File: src/rtl/app_div_pkg.sv
// app_div_pkg: shared types, widths and adder cell functions for the approximate divider/multiplier path
package app_div_pkg;
  localparam int DW_DEFAULT = 8;
  typedef enum logic [1:0] {IDLE, MAC, RADD, DONE} state_t;
  function automatic logic cell_sum(input logic approx, input logic a, input logic b, input logic c);
    return approx ? a : a ^ b ^ c;
  endfunction
  function automatic logic cell_cout(input logic approx, input logic a, input logic b, input logic c);
    return approx ? b : (a & b) | (a & c) | (b & c);
  endfunction
endpackage

File: src/rtl/app_add.sv
// app_add: W-bit ripple adder whose low APPROX_BITS cells are approximate; carry-out discarded
// Ports: a, b (W) addends; s (W) sum mod 2^W
module app_add
  import app_div_pkg::*;
#(
  parameter int W = 16,
  parameter int APPROX_BITS = 0
) (
  input  logic [W-1:0] a,
  input  logic [W-1:0] b,
  output logic [W-1:0] s
);
  logic [W-1:0] w_c;
  assign w_c[0] = 1'b0;
  for (genvar i = 0; i < W; i++) begin : g_cell
    assign s[i] = cell_sum(i < APPROX_BITS, a[i], b[i], w_c[i]);
    if (i > 0) begin : g_carry
      assign w_c[i] = cell_cout((i - 1) < APPROX_BITS, a[i-1], b[i-1], w_c[i-1]);
    end
  end
endmodule

File: src/rtl/app_mul_reconstruct.sv
// app_mul_reconstruct: sequential MSB-first shift-add multiplier rebuilding p = q*y + r
// Ports: clk, rst_n (sync, active-low); in_valid/in_ready with q, y, r (DW);
//        out_valid/out_ready with p (2*DW), zero whenever out_valid is low
module app_mul_reconstruct
  import app_div_pkg::*;
#(
  parameter int DW = DW_DEFAULT,
  parameter int APPROX_BITS = 0
) (
  input  logic          clk,
  input  logic          rst_n,
  input  logic          in_valid,
  output logic          in_ready,
  input  logic [DW-1:0] q,
  input  logic [DW-1:0] y,
  input  logic [DW-1:0] r,
  output logic          out_valid,
  input  logic          out_ready,
  output logic [2*DW-1:0] p
);
  localparam int CW = (DW > 1) ? $clog2(DW) : 1;
  state_t r_state, w_next;
  logic [CW-1:0] r_cnt;
  logic [DW-1:0] r_q, r_y, r_r;
  logic [2*DW-1:0] r_acc, w_a, w_b, w_sum;
  logic w_accept;
  assign in_ready  = r_state == IDLE;
  assign out_valid = r_state == DONE;
  assign p         = out_valid ? r_acc : '0;
  assign w_accept  = in_valid & in_ready;
  // MAC shifts the accumulator and adds y for the current quotient bit; RADD folds in the remainder
  assign w_a = (r_state == RADD) ? r_acc : {r_acc[2*DW-2:0], 1'b0};
  assign w_b = (r_state == RADD) ? {{DW{1'b0}}, r_r} : (r_q[r_cnt] ? {{DW{1'b0}}, r_y} : '0);
  app_add #(.W(2*DW), .APPROX_BITS(APPROX_BITS)) u_add (.a(w_a), .b(w_b), .s(w_sum));
  always_comb begin
    w_next = r_state;
    case (r_state)
      IDLE:    w_next = in_valid ? MAC : IDLE;
      MAC:     w_next = (r_cnt == '0) ? RADD : MAC;
      RADD:    w_next = DONE;
      DONE:    w_next = out_ready ? IDLE : DONE;
      default: w_next = IDLE;
    endcase
  end
  always_ff @(posedge clk) begin
    if (!rst_n) begin
      r_state <= IDLE;
      r_cnt   <= '0;
      r_q     <= '0;
      r_y     <= '0;
      r_r     <= '0;
      r_acc   <= '0;
    end else begin
      r_state <= w_next;
      if (w_accept) begin
        r_q   <= q;
        r_y   <= y;
        r_r   <= r;
        r_acc <= '0;
        r_cnt <= CW'(DW - 1);
      end else begin
        if (r_state == MAC || r_state == RADD) r_acc <= w_sum;
        if (r_state == MAC) r_cnt <= r_cnt - 1'b1;
      end
    end
  end
endmodule
File: config.mk
export PLATFORM = sky130hd
export DESIGN_NAME = app_mul_reconstruct
export DESIGN_NICKNAME = d
export VERILOG_FILES = /design/src/rtl/app_div_pkg.sv /design/src/rtl/app_add.sv /design/src/rtl/app_mul_reconstruct.sv
export SDC_FILE = /design/constraint.sdc
export NUM_CORES = 1
export LEC_CHECK = 0
export ABC_AREA = 1
export BUFFER_PORTS_ARGS = -buffer_cell sky130_fd_sc_hd__buf_2
export CORE_UTILIZATION = 60
export CTS_CLUSTER_DIAMETER = 200
export DETAILED_ROUTE_END_ITERATION = 10
export GPL_TIMING_DRIVEN = 0
export PLACE_DENSITY = 0.86
export SLEW_MARGIN = 0
export SYNTH_ARGS = -nofsm -noshare
export SYNTH_HDL_FRONTEND = slang
export SYNTH_SLANG_ARGS = --single-unit
File: constraint.sdc
create_clock -name clk -period 12 [get_ports clk]
set_input_delay 1.8 -clock clk [delete_from_list [all_inputs] [get_ports clk]]
set_output_delay 1.8 -clock clk [all_outputs]
set_load 0.05 [all_outputs]
After elaboration in Yosys (flattened, before gate mapping)
Index checks and enable logic that the tools add are counted.
{ "totals": {"regBits": 45, "inputBits": 28, "output_inout_bits": 18, "word_cells": 132} }
{ "op_classes": {"n_addsub": 1, "order_cmp": 1, "n_eq_ne": 3, "n_mux": 12, "n_bitwise": 104, "reduce_logical": 5} }
{ "ops": {"columns": ["op", "n"], "rows": [
  ["2-to-1 mux 16 bit", 2],
  ["AND 1 bit", 30],
  ["OR 1 bit", 28],
  ["bitwise XOR 1 bit", 23],
  ["2-to-1 mux 8 bit", 2],
  ["case mux 2 bit (4 select lines)", 1],
  ["bitwise XOR 1 bit, second input constant", 8],
  ["AND 1 bit, first input constant", 7],
  ["AND 1 bit, second input constant", 7],
  ["2-to-1 mux 3 bit", 2],
  ["== test 2 bit, second input constant", 2],
  ["< comparator 3 x 4 -> 1 bit, second input constant", 1],
  ["2-to-1 mux 2 bit", 2],
  ["binary-select mux 1 bit (select 3 bit)", 1],
  ["zero test 3 bit", 1],
  ["subtractor 3 x 1 -> 3 bit, second input constant", 1],
  ["== test 2 x 1 -> 1 bit, second input constant", 1],
  ["zero test 2 bit", 1],
  ["2-to-1 mux 1 bit", 2],
  ["nonzero test 2 bit", 1],
  ["OR reduction 2 bit", 1],
  ["logical OR 1 bit", 1],
  ["NOT 1 bit", 1]
]} }

Depth between registers and ports, before layout
{ "depth": {"word_depth": 48, "ltp_mapped": 28, "depth_no_buf": 28} }

Hierarchy
Synthesis repeated with hierarchy kept, for this count alone.
{ "unflattened": {"cells_unflattened": 368, "area_unflattened_um2": 2602.5} }
{ "by_module_without_submodules": {"columns": ["module", "n_inst", "cells_each", "area_each_um2", "seq_area_each_um2"], "rows": [
  ["app_mul_reconstruct", 1, 344, 2272.2, 900.9],
  ["app_add", 1, 24, 330.3, 0.0]
]} }

Least setup slack after synthesis
OpenSTA, ideal clock, no wires.
{ "synth_timing": {"kind": "register to register", "start": "reg r_state[0]", "end": "reg r_acc[15]", "setup_time_ps": 113, "t_arrival_ps": 4665, "required_time_ps": 11887, "setup_slack_ps": 7222, "stages_incl_launch_ff": 28, "path_buffers": 1, "period_less_slack_ps": 4778, "cell_sequence": "dfxtp_1 -> inv_1 -> ha_1 -> inv_2 -> clkbuf_1 -> nand2_1 -> o21ai_0 -> fa_1 -> fa_1 -> inv_1 -> fa_1 -> fa_1 -> fa_1 -> fa_1 -> fa_1 -> inv_1 -> ha_1 -> ha_1 -> ha_1 -> ha_1 -> ha_1 -> ha_1 -> ha_1 -> inv_1 -> nand2_1 -> nand2_1 -> o21ai_1 -> inv_1"} }
{ "synth_between": {"elab_chain_cells": 46, "word_cells_on_any_way": 81, "cone_classes": "2 x eq/ne; 2 x mux; 74 x bitwise; 3 x reduce/logical"} }
{ "synth_rtl": {"columns": ["element", "line_no", "rtl"], "rows": [
  ["start, declared", "app_mul_reconstruct.sv:22", "state_t r_state, w_next;"],
  ["start signal, assigned", "app_mul_reconstruct.sv:54", "r_state <= w_next;"],
  ["== test 2 bit", "app_mul_reconstruct.sv:32, app_mul_reconstruct.sv:33, app_mul_reconstruct.sv:62", null],
  ["2-to-1 mux 16 bit / 2-to-1 mux 8 bit (equally long branches)", "app_mul_reconstruct.sv:32, app_mul_reconstruct.sv:33", null],
  ["AND 1 bit (2 in a row)", "app_div_pkg.sv:9", "return approx ? b : (a & b) | (a & c) | (b & c);"],
  ["OR 1 bit (2 in a row)", "app_div_pkg.sv:9", null],
  ["AND 1 bit", "app_div_pkg.sv:9", null],
  ["OR 1 bit (2 in a row)", "app_div_pkg.sv:9", null],
  ["AND 1 bit", "app_div_pkg.sv:9", null],
  ["OR 1 bit (2 in a row)", "app_div_pkg.sv:9", null],
  ["[22 not listed]", null, null],
  ["OR 1 bit (2 in a row)", "app_div_pkg.sv:9", null],
  ["AND 1 bit", "app_div_pkg.sv:9", null],
  ["OR 1 bit (2 in a row)", "app_div_pkg.sv:9", null],
  ["AND 1 bit", "app_div_pkg.sv:9", null],
  ["OR 1 bit (2 in a row)", "app_div_pkg.sv:9", null],
  ["AND 1 bit", "app_div_pkg.sv:9", null],
  ["OR 1 bit (2 in a row)", "app_div_pkg.sv:9", null],
  ["bitwise XOR 1 bit", "app_div_pkg.sv:6", "return approx ? a : a ^ b ^ c;"],
  ["end signal, assigned", "app_mul_reconstruct.sv:62", "if (r_state == MAC || r_state == RADD) r_acc <= w_sum;"],
  ["end, declared", "app_mul_reconstruct.sv:25", "logic [2*DW-1:0] r_acc, w_a, w_b, w_sum;"]
]} }
Parallel ways exist; a longest one is shown, timed or not.
A chain may end at the register's enable or synchronous reset.

Worst setup path after layout
Ends and elaborated chain as after synthesis.

==> results by group <==
Placed design
  • Final HPWL from detailed placement: 4100 um
  • Port buffer count: 45
  • GPL Wtd Cong: 0.896
  • Placement Cell Area: 2830 um2

Floorplan
  • I/O Pins: 46
  • Die height: 67.1 um
  • Die Width: 67.1 um
  • Starting Density: 63.1%
  • Num rows: 23
  • DIE AREA: 4500 um2
  • Core area: 4030 um2

Clocking
  • H-tree levels: 2
  • CTS resizes: 0
  • Reg clk slew, reported paths: 80 ps
  • Hold Buf Count CTS: 0
  • Post-CTS setup buffers: 0
  • Total clock sinks: 45
  • Root buffer cell: clkbuf_8
  • Worst skew pair latency: 300 ps
  • CTS Buf Count: 5
  • Max Root-Sink Buffers: 2
  • TritonCTS clock tree: done

STA
  • Slew of the pin with the lowest slew margin: 471 ps
  • Final Cycle Share: 45.2%
  • Achievable frequency: 0.185 GHz
  • Final min period: 5420 ps
  • Setup Skew: 5.33 ps
  • Hold Violations, Final: 0
  • Final setup viols: 0
  • Total negative slack: 0 ps
  • Worst slew margin: 68.6%
  • Unrepaired setup endpoints after global routing: false
  • Final Max Slew Viols: 0

Logic synthesis
  • Largest family of logic cells by synthesized area: simple AND/OR/NAND/NOR gates
  • Fraction of registers with async set/reset: 0%
  • Post-synth EDFFs: 0
  • Syn nets: 415
  • Xor/xnor share of the synthesized area: 0%
  • Synth top area cells: dfxtp_1 (35%), nand2_1 (14%), inv_1 (8.4%)
  • Synth Flop Type: dfxtp_1
  • Post-Syn Area: 2540 um2
  • Share of the synthesized area in the top cell type: 35.5%
  • Area leader, netlist: dfxtp_1
  • Synthesized area per cell: 6.94 um2
  • Seq/Total Area, Yosys: 35.5%
  • Synth Area in Compound Gates: 15.3%
  • Synth Register Bits: 45
  • Most instantiated cells after synthesis: nand2_1 (92), inv_1 (57), dfxtp_1 (45)
  • Syn Inst Count: 366
  • Post-Synth Adder-Cell Area: 12.4%
  • Yosys cell types: 22
  • Yosys warning count: 0
  • Post-synthesis mux area share: 0%
  • Simple-gate portion of the synthesized area: 24.9%
  • Most frequent cell after synthesis: nand2_1

Worst setup path
  • Crit Reg-Reg Startpoint: r_state[0]
  • R2R Setup Slk: 6580 ps
  • Crit path launch: r_state[0]
  • WS Path Type: flip-flop to flip-flop
  • RR Endpoint: r_acc[15]
  • Startpoint Class: flip-flop
  • Critical Path Sink Type: flip-flop
  • R2R cell count: 27
  • Worst EP required: 12,200 ps
  • Crit-path max FO: 10
  • Arrival @ worst endpoint: 5620 ps

Final layout
  • Antenna cells: 0
  • Fraction of layout cells with a size suffix above 1: 17.9%
  • Fillers: 333
  • Fin nets: 467
  • Multi-input gate area: 1340 um2
  • P&R area growth vs syn: 15.3%
  • Design area: 2930 um2
  • Reg area: 901 um2

Route
  • Vias: 2,407
  • Drt pass-1 iters: 4
  • WL final: 5550 um
  • DR WL/cell: 11.8 um
  • Antenna-violating nets left: 0
  • DRC errors left: 0
  • Vias per std cell: 5.13
  • Initial DRC Count: 92

Worst hold path
  • Worst Hold Class: flip-flop to flip-flop
  • Hold path cells: 2
  • Min-delay src: r_y[3]
  • Hold Crit Endpoint: r_y[3]

GRT
  • Gr ovfl total: 0
  • Pin count of the biggest net entering global routing: 14
  • Vias in the first global route: 2,288
  • Total GRT Usage: 28.5%
  • Initial antenna violation count: 0
  • Global-route wire length before repair: 9510 um

Power and ir drop
  • P_int: 0.000228 W
  • Switch share: 28.0%
  • Worst IR drop on VDD: 99.8 uV
  • Clk pwr share: 32.5%
  • Leak: 1.47 nW
  • Combinational share of power: 16.4%
  • Pwr dens: 108 nW/um2
  • Seq pwr share: 51.2%
  • Psw: 0.0000887 W

Job
  • MaxCap Viol Count: 0

Outcome
  • Status: finished, final reports clean
[layer usage]
layer / track usage [%] / wire length (um)
met3: 6.34 / 271
met2: 48.8 / 2620
met5: 0 / 0
met1: 32.5 / 2510
met4: 15.2 / 144
[worst max-delay path by stage]
stage / slack [ps] / endpoint
floorplan: 7220 / r_acc[15]
CTS: 6580 / r_acc[15]
detailed placement: 6660 / r_acc[15]
global route: 6170 / r_acc[15]
finish: 6580 / r_acc[15]
global placement: 6790 / r_acc[15]
[placed cells by master, fill, tap and decap left out, drive strengths merged]
master and instances:
nand2 93, o21ai 48, dfxtp 45, buf 54, ha 14, nor2 32
a31oi 1, inv 60, clkinv 1, clkbuf 16, a21oi 26, fa 7
nand3 17, or2 5
[worst max-delay path: stages (launching register included)]
cell and delay (ps):
dfxtp_1 370, inv_1 70, ha_1 240, inv_2 140
clkbuf_1 400, nand2_1 80, o21ai_0 130, fa_1 240
fa_1 170, inv_1 50, fa_1 370, fa_1 410
fa_1 410, fa_1 410, fa_1 390, inv_1 70
ha_1 140, ha_1 160, ha_1 160, ha_1 150
ha_1 150, ha_1 150, ha_1 140, inv_1 50
nand2_1 60, nand2_1 40, o21ai_1 100, inv_1 40
[registers in the layout, summed over array words and instances, names as in the netlist]
name	count
r_acc	16
r_cnt	3
r_q	8
r_r	8
r_state	2
r_y	8
[per-stage QoR]
| stage | cells | util [%] | setup WS, ps | hold WS, ps | total power (W) |
|---|---|---|---|---|---|
| 5_1_grt | 469 | 72.7 | 6170 | 480 | 0.000331 |
| 2_1_floorplan | 366 | - | 7220 | 429 | 0.000202 |
| 4_1_cts | 469 | 72.7 | 6580 | 459 | 0.000319 |
| 3_3_place_gp | 461 | 70.2 | 6790 | 443 | 0.000214 |
| 3_5_place_dp | 461 | 70.2 | 6660 | 447 | 0.000217 |
| 6_report | 469 | 72.7 | 6580 | 458 | 0.000317 |
[layout make-up]
cell class              instances  share of cell area [%]
well taps                      50                    2.13
multi-input cells             243                    45.6
inverters                      60                    7.69
clock inverters                 1                   0.171
plain buffers                  18                    2.69
clock buffers                   7                    3.29
flip-flops and latches         45                    30.7
repair buffers                 45                    7.69
[cell families (layout without fill, tap and decap cells)]
| family | count (synthesis) | in the layout |
|---|---|---|
| AOI/OAI and AO/OA | 75 | 75 |
| adders and majority gates | 21 | 21 |
| buffers and inverters | 78 | 131 |
| DFF | 45 | 45 |
| and+or+nand+nor | 147 | 147 |
[power groups by stage]
stage | combinational [W] | clock [W] | sequential [W]
2_1_floorplan | 0.0000374 | 0 | 0.000165
3_3_place_gp | 0.0000492 | 0 | 0.000165
3_5_place_dp | 0.0000510 | 0 | 0.000166
4_1_cts | 0.0000518 | 0.000105 | 0.000162
5_1_grt | 0.0000591 | 0.000109 | 0.000163
6_report | 0.0000518 | 0.000103 | 0.000162
Note: power is estimated with default switching activity, not from simulation.
